**src/rtl/fpu_alu_pkg.sv**
```systemverilog
// Shared definitions for the limb-serial FPU mantissa ALU: opcode values and FSM state encodings.
package fpu_alu_pkg;

  localparam logic FPU_OP_ADD = 1'b0;
  localparam logic FPU_OP_SUB = 1'b1;

  typedef enum logic [1:0] {
    ST_IDLE = 2'd0,
    ST_RUN  = 2'd1,
    ST_NEG  = 2'd2,
    ST_DONE = 2'd3
  } alu_state_t;

endpackage

```
**src/rtl/fpu_limb_adder.sv**
```systemverilog
// One LIMB-bit slice of the serial adder: sum = x + (invert_y ? ~y : y) + cin.
// Latency: combinational. Backpressure: none, pure datapath.
// Carry-out feeds the registered carry/borrow chain in the parent.
module fpu_limb_adder #(
  parameter int LIMB = 16
) (
  input  logic [LIMB-1:0] x,
  input  logic [LIMB-1:0] y,
  input  logic            invert_y,
  input  logic            cin,
  output logic [LIMB-1:0] sum,
  output logic            cout
);

  logic [LIMB-1:0] y_eff;

  assign y_eff       = invert_y ? ~y : y;
  assign {cout, sum} = {1'b0, x} + {1'b0, y_eff} + {{LIMB{1'b0}}, cin};

endmodule

```
**src/rtl/fpu_serial_big_alu.sv**
```systemverilog
// Limb-serial sign-magnitude add/subtract of two WIDTH-bit magnitudes (optional result_zero: FPU_SERIAL_ALU_ZERO_FLAG_EN).
// Latency: NLIMBS cycles accept->out_valid, 2*NLIMBS when the magnitude must be negated.
// Backpressure: one op in flight; in_ready only in IDLE, result held in DONE until out_ready.
module fpu_serial_big_alu
  import fpu_alu_pkg::*;
#(
  parameter int WIDTH = 64,
  parameter int LIMB  = 16
) (
  input  logic             clk,
  input  logic             rst,
  input  logic             in_valid,
  output logic             in_ready,
  input  logic             op,
  input  logic [WIDTH-1:0] a,
  input  logic [WIDTH-1:0] b,
  input  logic             a_sign,
  input  logic             b_sign,
  output logic             out_valid,
  input  logic             out_ready,
  output logic [WIDTH:0]   extended_result,
  output logic             result_sign
`ifdef FPU_SERIAL_ALU_ZERO_FLAG_EN
  ,
  output logic             result_zero
`endif
);

  localparam int NLIMBS = WIDTH / LIMB;
  localparam int CW     = $clog2(NLIMBS) + 1;

  if (LIMB < 1 || WIDTH % LIMB != 0) begin : g_bad_cfg
    $error("fpu_serial_big_alu: WIDTH must be a non-zero multiple of LIMB");
  end

  alu_state_t       state_q, state_d;
  logic [CW-1:0]    cnt_q;
  logic [WIDTH-1:0] a_q, b_q, mag_q, mag_full;
  logic             carry_q, eff_sub_q, a_sign_q, b_sign_q, op_q;
  int               base;
  logic             first_limb, last_limb;

  logic [LIMB-1:0]  add_x, add_y, limb_sum;
  logic             add_inv, add_cin, limb_cout;

  logic             go_neg, done_load, res_zero, res_sign;
  logic [WIDTH:0]   res_ext;

  assign base       = int'(cnt_q) * LIMB;
  assign first_limb = (cnt_q == '0);
  assign last_limb  = (cnt_q == CW'(NLIMBS - 1));

  // RUN adds a + (b or ~b); NEG reuses the same slice to form 0 + ~mag + 1.
  always_comb begin
    add_x   = a_q[base +: LIMB];
    add_y   = b_q[base +: LIMB];
    add_inv = eff_sub_q;
    add_cin = first_limb ? eff_sub_q : carry_q;
    if (state_q == ST_NEG) begin
      add_x   = '0;
      add_y   = mag_q[base +: LIMB];
      add_inv = 1'b1;
      add_cin = first_limb ? 1'b1 : carry_q;
    end
  end

  fpu_limb_adder #(.LIMB(LIMB)) u_limb_adder (
    .x        (add_x),
    .y        (add_y),
    .invert_y (add_inv),
    .cin      (add_cin),
    .sum      (limb_sum),
    .cout     (limb_cout)
  );

  always_comb begin
    mag_full                  = mag_q;
    mag_full[base +: LIMB]    = limb_sum;
  end

  // No carry-out on the last subtract limb means a < b: magnitude is negative.
  assign go_neg    = eff_sub_q & ~limb_cout;
  assign done_load = ((state_q == ST_RUN) && last_limb && !go_neg) ||
                     ((state_q == ST_NEG) && last_limb);
  assign res_ext   = {((state_q == ST_RUN) && !eff_sub_q) ? limb_cout : 1'b0, mag_full};
  assign res_zero  = ~|res_ext;
  assign res_sign  = ((state_q == ST_NEG) ? (b_sign_q ^ (op_q == FPU_OP_SUB)) : a_sign_q) & ~res_zero;

  always_comb begin
    state_d   = state_q;
    in_ready  = 1'b0;
    out_valid = 1'b0;
    case (state_q)
      ST_IDLE: begin
        in_ready = 1'b1;
        if (in_valid) state_d = ST_RUN;
      end
      ST_RUN: begin
        if (last_limb) state_d = go_neg ? ST_NEG : ST_DONE;
      end
      ST_NEG: begin
        if (last_limb) state_d = ST_DONE;
      end
      ST_DONE: begin
        out_valid = 1'b1;
        if (out_ready) state_d = ST_IDLE;
      end
      default: state_d = ST_IDLE;
    endcase
  end

  always_ff @(posedge clk) begin
    if (rst) begin
      state_q         <= ST_IDLE;
      cnt_q           <= '0;
      carry_q         <= 1'b0;
      a_q             <= '0;
      b_q             <= '0;
      mag_q           <= '0;
      eff_sub_q       <= 1'b0;
      a_sign_q        <= 1'b0;
      b_sign_q        <= 1'b0;
      op_q            <= 1'b0;
      extended_result <= '0;
      result_sign     <= 1'b0;
    end else begin
      state_q <= state_d;
      case (state_q)
        ST_IDLE: begin
          if (in_valid) begin
            a_q       <= a;
            b_q       <= b;
            a_sign_q  <= a_sign;
            b_sign_q  <= b_sign;
            op_q      <= op;
            eff_sub_q <= a_sign ^ b_sign ^ (op == FPU_OP_SUB);
            cnt_q     <= '0;
            carry_q   <= 1'b0;
          end
        end
        ST_RUN, ST_NEG: begin
          mag_q   <= mag_full;
          carry_q <= limb_cout;
          cnt_q   <= last_limb ? '0 : cnt_q + 1'b1;
        end
        default: ;
      endcase
      if (done_load) begin
        extended_result <= res_ext;
        result_sign     <= res_sign;
      end
    end
  end

`ifdef FPU_SERIAL_ALU_ZERO_FLAG_EN
  always_ff @(posedge clk) begin
    if (rst)            result_zero <= 1'b0;
    else if (done_load) result_zero <= res_zero;
  end
`endif

endmodule
```
**config.mk**
```make
export PLATFORM = sky130hd
export DESIGN_NAME = fpu_serial_big_alu
export DESIGN_NICKNAME = d
export VERILOG_FILES = /design/src/rtl/fpu_alu_pkg.sv /design/src/rtl/fpu_limb_adder.sv /design/src/rtl/fpu_serial_big_alu.sv
export SDC_FILE = /design/constraint.sdc
export NUM_CORES = 1
export LEC_CHECK = 0
export CAP_MARGIN = 20
export CORE_ASPECT_RATIO = 0.8
export CORE_MARGIN = 3
export CORE_UTILIZATION = 43
export CTS_CLUSTER_DIAMETER = 50
export DETAILED_ROUTE_END_ITERATION = 12
export PLACE_DENSITY_LB_ADDON = 0.12
export SLEW_MARGIN = 20
export SYNTH_ARGS = -nofsm -noshare
export SYNTH_HDL_FRONTEND = slang
export SYNTH_HIERARCHICAL = 1
export SYNTH_SLANG_ARGS = --single-unit
```
**constraint.sdc**
```tcl
create_clock -name clk -period 6.6 [get_ports clk]
set_clock_uncertainty 0.2 [all_clocks]
set_input_delay 0.66 -clock clk [delete_from_list [all_inputs] [get_ports clk]]
set_output_delay 0.66 -clock clk [all_outputs]
set_load 0.02 [all_outputs]
```
==> metrics.txt <==
syn_nets=1,721; post-synthesis simple-gate area fraction=between 20 and 25%; critical path arrival=6.15 ns; Synth top area share=between 40% and 50%; busiest layer in global routing=met2; Post-Syn Instances=roughly 1,600; PwrDens=roughly 450 mW/mm2; 1st-pass router iterations=7; worst-margin pin slew=between 1 and 1.5 ns; hold_sp=a_q[37]; Relative slew margins=about a quarter; utilization after layout=between 50 and 60%; net switching power=around 3.2 mW; Final Hold Vio Count=0; Vias/cell=5.62; final antenna-violating net count=0; Hold WC Path Type=flip-flop to flip-flop; Num CTS Buffers=30; Synth warnings=6; Port Buffer Count=between 200 and 250; GRT Total Usage=around a quarter; post-CTS sizing=0; top_reg_cell synth=dfxtp_1; setup violators final=0; nets=1,843; postcts setup bufs=0; async set-reset flop share out of synthesis=0%; Longest Clk Path Bufs=3; complex-gate fraction of the synthesized area=between 10 and 15%; Clk network pwr share=approximately a quarter; flop-to-flop setup slack=between 0.7 and 0.8 ns; P_int=around 4.2 mW; vias in the first global route=between 10,000 and 15,000; largest family of logic cells by synthesized area=simple AND/OR/NAND/NOR gates; Mapped Area=0.0129 mm2; RR Startpoint=state_q[0]; gp weighted congestion=a little over 0.9; Worst R2R Path Depth=19; Avg Inst Size Synth=about 8.3 um2; met1 Usage GRT=36.9%; largest cells by area after synthesis=dfxtp_1 (42%), nand2_1 (13%), mux4_2 (8.4%), a21oi_1 (7.6%), mux2i_1 (4.0%); Peak supply drop=about 0.00023 V; Crit Path Class=flip-flop to flip-flop; minimum clock period=5.89 ns; RSZ-0062 raised after global routing=no; max_cap viols=0; P&R area growth vs syn=26.0%; clk slew on worst S/H paths=roughly 0.070 ns; Initial Utilization=a little over two fifths; M3 GR Usage=between 5 and 6%; largest net degree at the start of global routing=~150; area share of fa/ha/maj cells after synthesis=around 2.4%; post-route setup TNS=0 ns; Seq/Total Area, Yosys=a little over two fifths; fraction of layout cells with a size suffix above 1=between 8 and 9%; htree depth=1; commonest non-fill, non-tap cell in the layout=nand2_1; r2r endpoint=extended_result[37]; hold path depth=2; Max Freq=between 150 and 200 MHz; Final period util=89.3%; Overflow after GRT=0; die area=between 0.03 and 0.04 mm2; WHS Endpoint=a_q[37]; Sink Count=268; number of antenna diodes=0; Hold Buf Count CTS=0; vias after detailed routing=approximately 12,000; clock latency at the later pin of the worst-skew pair=0.56 ns; Distinct cells, synth=a little over 60; P_leak=5.84 nW; Die H=approximately 160 um; CTS root buffer=clkbuf_16; DP Wirelength=between 20 and 30 mm; post-synthesis xor/xnor area fraction=about 2.2%; Core ar.=around 0.029 mm2; drt total wl=about 42 mm; multiplexer share of the synthesized area=roughly 12%; met2 usage=about two fifths; DRT iter0 DRCs=1,056; logic gate share of total power=46.7%; Reg power frac=between 20 and 30%; Setup crit end kind=flip-flop; CTS tree=built; worst path required time=between 6 and 7 ns; Ports=203; max-slew violation count=0; Die Wd=roughly 200 um; Post-synth EDFFs=0; startpoint class of the critical path=flip-flop; Remaining DRCs=0; DR WL/cell=20.0 um; Sw Ratio=43.1%; Setup WS pre-CTS=slightly below 0.9 ns; initial antenna violation count=0; most frequent cells in the layout=nand2_1 (439), dfxtp_1 (267), clkdlybuf4s50_1 (201); cell taking the most area after synthesis=dfxtp_1; global-route wire length before repair=roughly 64 mm; Core Rows=56; Layout fillers=around 2,700; outcome=completed; CP max FO=roughly 70; PnR worst setup slack=0.705 ns; Yosys reg bits=approximately 270
==> worst max-delay path, stage by stage, from the launching register on <==
cell	delay, ns
dfxtp_1	0.40
inv_1	0.10
ha_1	0.54
buf_12	0.32
or2_2	0.42
nor2b_1	0.17
inv_1	0.07
fa_1	0.46
fa_1	0.45
nor2b_4	0.14
o2111ai_1	0.15
a21oi_2	0.26
nor4_2	0.09
o31ai_1	0.47
a21o_1	0.27
nor3b_1	0.08
nor3_2	0.46
buf_12	0.34
nor2_1	0.08
a311oi_1	0.29
==> synth_stat cells, types with 10 or more instances <==
library cell,count
ha_1,22
nor2b_1,17
clkbuf_1,115
a21oi_1,197
mux2i_1,51
nor4_1,14
a211oi_1,18
o21ai_0,14
mux4_2,48
buf_2,10
nor3_1,11
nand2_1,440
dfxtp_1,268
a311oi_1,48
nor2_1,115
inv_1,15
xor2_1,19
xnor2_1,14
nand3_1,41
==> cells by family (layout without fill, tap and decap cells) <==
logic type | Yosys count | count (layout)
AND/OR/NAND/NOR | 678 | 678
AO/OA/AOI/OAI | 306 | 306
flip-flops | 268 | 268
buffers and inverters | 153 | 298
multiplexers | 100 | 100
XOR/XNOR | 33 | 33
adder cells (fa/ha/maj) | 24 | 24
==> metal layers <==
metal	part of all wire, %	vias up
met4	1.8	0
met1	46	5561
li1	-	5641
met2	44	442
met3	8.5	64
met5	0	-
==> registers in the layout, indices dropped and copies added (netlist names) <==
signal,flops
eff_sub_q,1
extended_result,65
result_sign,1
mag_q,64
op_q,1
a_q,64
cnt_q,3
state_q,2
b_sign_q,1
carry_q,1
a_sign_q,1
b_q,64
==> final cells by class <==
class | count | area [um2] | area share (%)
Clock inverter | 17 | 254 | 1.56
Clock buffer | 38 | 863 | 5.31
Inverter | 16 | 60.1 | 0.370
Timing Repair Buffer | 227 | 2260 | 13.9
Multi-Input combinational cell | 1141 | 6970 | 42.9
Sequential cell | 268 | 5370 | 33.1
Tap cell | 377 | 472 | 2.90
==> worst max-delay path by stage <==
stage,startpoint,endpoint
6_report,state_q[0],extended_result[37]
5_1_grt,state_q[0],extended_result[44]
4_1_cts,state_q[0],extended_result[37]
3_5_place_dp,state_q[0],extended_result[26]
3_3_place_gp,state_q[0],extended_result[42]
2_1_floorplan,state_q[0],extended_result[48]
==> metrics by stage <==
step	hold WS [ns]	area (um2)	total power, mW	cells
floorplan	0.233	12900	4.29	1562
global placement	0.240	15100	5.42	2029
detailed placement	0.247	15100	5.45	2029
CTS	0.256	16200	7.29	2084
global route	0.268	16200	7.70	2084
finish	0.252	16200	7.34	2084
==> power groups by stage <==
stage	combinational [mW]	sequential [mW]	clock, mW
global placement	3.34	2.09	0
global route	3.66	2.09	1.94
detailed placement	3.35	2.09	0
floorplan	2.33	1.96	0
CTS	3.36	2.06	1.88
finish	3.43	2.06	1.85
Power figures use the tool's default switching activity.
